## config.mk

```make
export PLATFORM = sky130hd
export DESIGN_NAME = btn_conditioner
export DESIGN_NICKNAME = d
export VERILOG_FILES = /design/src/rtl/btn_conditioner.sv
export SDC_FILE = /design/constraint.sdc
export NUM_CORES = 1
export LEC_CHECK = 0
export CAP_MARGIN = 20
export CORE_ASPECT_RATIO = 0.8
export CORE_UTILIZATION = 50
export CTS_BUF_LIST = sky130_fd_sc_hd__clkbuf_4 sky130_fd_sc_hd__clkbuf_8
export DETAILED_ROUTE_END_ITERATION = 6
export PLACE_DENSITY = 0.71
export SETUP_SLACK_MARGIN = 0.02
export SYNTH_ARGS = -nofsm -noshare
export SYNTH_HDL_FRONTEND = slang
export SYNTH_SLANG_ARGS = --single-unit
```

## constraint.sdc

```tcl
create_clock -name clk -period 2.4 [get_ports clk]
set_clock_uncertainty 0.15 [all_clocks]
set_input_delay 0.48 -clock clk [delete_from_list [all_inputs] [get_ports clk]]
set_output_delay 0.48 -clock clk [all_outputs]
set_load 0.005 [all_outputs]
```

## src/rtl/btn_conditioner.sv

```systemverilog
`default_nettype none
// ============================================================================
// Module     : btn_conditioner
// Purpose    : N-channel button synchroniser + counter debouncer with level,
//              press and release outputs; auto-repeat when BTN_AUTOREPEAT_EN.
// Revision   : 1.0  initial release
// ============================================================================
module btn_conditioner #(
    parameter int CHANNELS        = 2,
    parameter int DEBOUNCE_CYCLES = 500000,
    parameter int CNT_W           = 20,
    parameter bit BTN_ACTIVE_LOW  = 1'b0,
    parameter int REPEAT_DELAY    = 25000000,
    parameter int REPEAT_PERIOD   = 5000000
) (
    input  logic                clk,
    input  logic                reset,
    input  logic [CHANNELS-1:0] btn_raw_i,
    output logic [CHANNELS-1:0] btn_level_o,
    output logic [CHANNELS-1:0] btn_press_o,
    output logic [CHANNELS-1:0] btn_release_o,
    output logic                any_press_o
);

    localparam logic [CNT_W-1:0] CNT_LAST = CNT_W'(DEBOUNCE_CYCLES - 1);
    localparam logic [CNT_W-1:0] CNT_ONE  = CNT_W'(1);

    typedef enum logic [1:0] {
        RELEASED     = 2'd0,
        PEND_PRESS   = 2'd1,
        PRESSED      = 2'd2,
        PEND_RELEASE = 2'd3
    } state_t;

    if (CHANNELS < 1 || DEBOUNCE_CYCLES < 1 || REPEAT_DELAY < 1 || REPEAT_PERIOD < 1 ||
        (DEBOUNCE_CYCLES - 1) >= (1 << CNT_W)) begin : g_param_check
        $error("btn_conditioner: illegal parameter combination");
    end

    logic [CHANNELS-1:0] btn_pol_d;
    logic [CHANNELS-1:0] sync1_q;
    logic [CHANNELS-1:0] sync2_q;

    assign btn_pol_d = BTN_ACTIVE_LOW ? ~btn_raw_i : btn_raw_i;

    always_ff @(posedge clk) begin
        if (!reset) begin
            sync1_q <= '0;
            sync2_q <= '0;
        end else begin
            sync1_q <= btn_pol_d;
            sync2_q <= sync1_q;
        end
    end

    for (genvar i = 0; i < CHANNELS; i++) begin : g_ch
        state_t           state_q;
        logic [CNT_W-1:0] cnt_q;
        logic             level_q;
        logic             press_q;
        logic             release_q;
        logic             rpt_fire_d;

`ifdef BTN_AUTOREPEAT_EN
        localparam int RPT_MAX = (REPEAT_DELAY > REPEAT_PERIOD) ? REPEAT_DELAY : REPEAT_PERIOD;
        localparam int RPT_W   = (RPT_MAX > 1) ? $clog2(RPT_MAX) : 1;
        localparam logic [RPT_W-1:0] RPT_DELAY_LAST  = RPT_W'(REPEAT_DELAY - 1);
        localparam logic [RPT_W-1:0] RPT_PERIOD_LAST = RPT_W'(REPEAT_PERIOD - 1);
        localparam logic [RPT_W-1:0] RPT_ONE         = RPT_W'(1);

        logic [RPT_W-1:0] rpt_q;
        logic             rpt_first_q;
        logic             held_d;

        // The counter sits at zero until the press is accepted, so its first
        // tick lands on the cycle after the accepting edge.
        assign held_d     = (state_q == PRESSED) || (state_q == PEND_RELEASE);
        assign rpt_fire_d = held_d &&
                            (rpt_q == (rpt_first_q ? RPT_DELAY_LAST : RPT_PERIOD_LAST));

        always_ff @(posedge clk) begin
            if (!reset || !held_d) begin
                rpt_q       <= '0;
                rpt_first_q <= 1'b1;
            end else if (rpt_fire_d) begin
                rpt_q       <= '0;
                rpt_first_q <= 1'b0;
            end else begin
                rpt_q <= rpt_q + RPT_ONE;
            end
        end
`else
        assign rpt_fire_d = 1'b0;
`endif

        always_ff @(posedge clk) begin
            if (!reset) begin
                state_q   <= RELEASED;
                cnt_q     <= '0;
                level_q   <= 1'b0;
                press_q   <= 1'b0;
                release_q <= 1'b0;
            end else begin
                press_q   <= 1'b0;
                release_q <= 1'b0;
                case (state_q)
                    RELEASED: begin
                        if (sync2_q[i]) begin
                            if (DEBOUNCE_CYCLES == 1) begin
                                state_q <= PRESSED;
                                level_q <= 1'b1;
                                press_q <= 1'b1;
                            end else begin
                                state_q <= PEND_PRESS;
                                cnt_q   <= CNT_ONE;
                            end
                        end
                    end
                    PEND_PRESS: begin
                        if (!sync2_q[i]) begin
                            state_q <= RELEASED;
                            cnt_q   <= '0;
                        end else if (cnt_q == CNT_LAST) begin
                            state_q <= PRESSED;
                            level_q <= 1'b1;
                            press_q <= 1'b1;
                            cnt_q   <= '0;
                        end else begin
                            cnt_q <= cnt_q + CNT_ONE;
                        end
                    end
                    PRESSED: begin
                        press_q <= rpt_fire_d;
                        if (!sync2_q[i]) begin
                            if (DEBOUNCE_CYCLES == 1) begin
                                state_q   <= RELEASED;
                                level_q   <= 1'b0;
                                release_q <= 1'b1;
                                press_q   <= 1'b0;
                            end else begin
                                state_q <= PEND_RELEASE;
                                cnt_q   <= CNT_ONE;
                            end
                        end
                    end
                    PEND_RELEASE: begin
                        if (sync2_q[i]) begin
                            state_q <= PRESSED;
                            cnt_q   <= '0;
                            press_q <= rpt_fire_d;
                        end else if (cnt_q == CNT_LAST) begin
                            state_q   <= RELEASED;
                            level_q   <= 1'b0;
                            release_q <= 1'b1;
                            cnt_q     <= '0;
                        end else begin
                            cnt_q   <= cnt_q + CNT_ONE;
                            press_q <= rpt_fire_d;
                        end
                    end
                    default: begin
                        state_q <= RELEASED;
                        cnt_q   <= '0;
                    end
                endcase
            end
        end

        assign btn_level_o[i]   = level_q;
        assign btn_press_o[i]   = press_q;
        assign btn_release_o[i] = release_q;
    end

    assign any_press_o = |btn_press_o;

endmodule
`default_nettype wire
```

==> results.json <==
{
  "status": "finished, final reports clean",
  "grt-ovfl-total": 0,
  "grt.total_usage_pct": 21.2,
  "reg2reg_from": "g_ch[1].cnt_q[0]",
  "hold_path_depth": 1,
  "hold_violations": 0,
  "fill_cells": 440,
  "synth_top_family_by_area": "simple AND/OR/NAND/NOR gates",
  "viasPerCell": 6.03,
  "setup_ws_ns": 0.112,
  "p_sw_share_pct": 22.2,
  "worstPathRequired_ns": 2.45,
  "synth_xor_area_share_pct": 1.64,
  "grt_pass1_wl_um": 9630,
  "drtIter0Drc": 214,
  "place_area_um2": 2870,
  "syn_to_final_growth_pct": 12.0,
  "total_leakage_power_nw": 1.09,
  "ant_nets": 0,
  "seq_area_um2": 1080,
  "start_util_pct": 52.6,
  "maxCapViolCount": 0,
  "crit_fanout": 23,
  "final-setup-viol-count": 0,
  "routed_wl_um": 5680,
  "root_buffer": "clkbuf_8",
  "postCtsSetupBuffers": 0,
  "synth_nets": 325,
  "synth.distinct_cells": 49,
  "final_area_um2": 2980,
  "synth_area_leaders": "dfxtp_1 41%, nand2_1 4.6%, a21oi_1 4.3%, nand3_1 3.9%, a31oi_1 3.5%",
  "critPathArrivalTime_ns": 2.34,
  "boundaryPins": 11,
  "fmax_mhz": 437,
  "nets": 342,
  "holdPathEnd": "sync2_q[1]",
  "cts_sinks": 54,
  "r2r_end": "g_ch[1].cnt_q[6]",
  "synth_mux_area_share_pct": 2.25,
  "p_int_mw": 1.27,
  "min_path_type": "reg -> reg",
  "rsz0062_at_grt": "true",
  "chipWidth_um": 83.6,
  "max-clock-path-buffers": 2,
  "post-route-period-util_pct": 95.4,
  "postSynth.asyncResetShare_pct": 0,
  "maxSlewHeadroom_pct": 63.0,
  "antennaDiodeCount": 0,
  "synth-compound-area-share_pct": 19.8,
  "clk-insertion-delay-late_ns": 0.31,
  "synthCells": 319,
  "dr.pass1.iters": 4,
  "end_kind": "register",
  "p_sw_uw": 363,
  "synth-edff-count": 0,
  "slew_viol_final": 0,
  "ctsResizeCount": 0,
  "r2r_slack_ns": 0.11,
  "syn_avg_cell_area_um2": 8.35,
  "hold_start": "sync1_q[1]",
  "yosys_register_bits": 54,
  "h-tree-depth": 2,
  "yosys-top-cells-count": "54 x dfxtp_1, 33 x nand2_1, 23 x a21oi_1",
  "vias": 2406,
  "pwr-share-comb_pct": 5.6,
  "seq_area_frac_synth_pct": 40.6,
  "synth_top_area_share_pct": 40.6,
  "cts_tree": "built",
  "p_per_area_nw_per_um2": 548,
  "pre_cts_ws_ns": 0.121,
  "peakVddDrop_v": 0.000312,
  "wire_per_inst_um": 14.2,
  "tightest_slew_ns": 0.550,
  "yosys.area_share.simple_pct": 29.7,
  "fp-row-count": 23,
  "coreArea_um2": 5060,
  "gp_congestion": 0.831,
  "seqPwrFrac_pct": 56.2,
  "clkTransAtPathRegs_ns": 0.11,
  "yosysWarnings": 0,
  "io_buffers": 10,
  "drive_gt1_share_pct": 10.1,
  "syn_area_um2": 2670,
  "grt_pass1_vias": 2035,
  "grt_max_degree": 24,
  "cts_buffers": 5,
  "multiInputGateArea_um2": 1460,
  "dieHeight_um": 67.3,
  "hpwl_um": 4140,
  "synth.most_common_cell": "dfxtp_1",
  "critPathKind": "reg -> reg",
  "antenna_found_initial": 0,
  "cp-start-kind": "register",
  "fin_crit_ns": 2.29,
  "synth_top_cell_by_area": "dfxtp_1",
  "pwr-share-clk_pct": 38.2,
  "cts_hold_buf": 0,
  "synthAdderAreaFrac_pct": 0.939,
  "ys.flop_type": "dfxtp_1",
  "drc_errors": 0,
  "reg2reg_depth": 7,
  "die_area_um2": 5630
}
## critical path, stage by stage (launching register included)
cell      delay (ns)
dfxtp_1         0.40
ha_1            0.22
nand3_1         0.20
nor3_1          0.41
a211oi_2        0.12
buf_4           0.22
and3_1          0.19
a211o_1         0.25
## layout make-up
cell class,instances,area share (%)
sequential,54,36.2
clock inverter,2,1.26
inverter,7,0.881
multi-input combinational,241,48.8
timing repair buffer,27,7.63
clock buffer,6,2.56
tap,62,2.60
## placed cells by master (no fill, tap or decap), drive strengths merged, types with 5 or more instances in the layout
cell type / instances
or4: 5
and2: 5
nor2: 14
clkdlybuf4s50: 10
dfxtp: 54
nand3: 21
nand2: 33
nand4: 13
o21ai: 14
a21o: 5
a31oi: 15
nor3: 15
and3: 13
inv: 7
clkbuf: 6
nand2b: 6
a21oi: 23
o211ai: 5
mux2i: 6
buf: 17
## per-stage QoR
step	hold WS (ns)	util, %	setup TNS (ns)	instances	power, mW
after floorplan	0.262	-	0	319	0.996
after global placement	0.269	56.6	0	391	1.03
after detailed placement	0.270	56.6	0	391	1.03
after CTS	0.297	58.8	0	399	1.65
after global routing	0.309	58.9	-0.00512	399	1.70
final	0.286	58.9	0	399	1.64
## per-layer routing
| layer | global-route usage, % | wire length, µm | vias up |
|---|---|---|---|
| li1 | - | - | 1229 |
| met1 | 30.1 | 3030 | 1113 |
| met2 | 32.3 | 2330 | 62 |
| met3 | 5.01 | 298 | 2 |
| met4 | 5.51 | 19 | 0 |
| met5 | 0 | 0 | - |
## state kept, by name (all words and copies together) (netlist names), named ones only
register	flops
g_ch.level_q	2
g_ch.press_q	2
sync1_q	2
g_ch.cnt_q	40
sync2_q	2
g_ch.release_q	2
g_ch.state_q	2
## cells by family after synthesis
logic type | after synthesis
multiplexers | 6
XOR/XNOR | 5
adder cells (fa/ha/maj) | 2
buffers and inverters | 24
flip-flops | 54
AND/OR/NAND/NOR | 146
AO/OA/AOI/OAI | 82
## worst max-delay path by stage
stage	slack (ns)	cells after the start	to	startpoint
2_1_floorplan	0.23	6	g_ch[0].cnt_q[11]	g_ch[0].cnt_q[6]
3_3_place_gp	0.17	6	g_ch[0].cnt_q[18]	g_ch[0].cnt_q[5]
3_5_place_dp	0.12	6	g_ch[0].cnt_q[18]	g_ch[0].cnt_q[5]
4_1_cts	0.09	6	g_ch[0].cnt_q[18]	g_ch[0].cnt_q[5]
5_1_grt	-0.005	7	g_ch[1].cnt_q[6]	g_ch[1].cnt_q[0]
6_report	0.11	7	g_ch[1].cnt_q[6]	g_ch[1].cnt_q[0]
## power by group through the flow
stage / Combinational [mW] / Sequential, mW / Clock (mW)
after floorplan: 0.0587 / 0.937 / 0
after global placement: 0.0902 / 0.939 / 0
after detailed placement: 0.0911 / 0.939 / 0
after CTS: 0.0919 / 0.919 / 0.644
after global routing: 0.103 / 0.921 / 0.676
final: 0.0917 / 0.919 / 0.625
No activity file was read; power rests on OpenSTA's default activity.
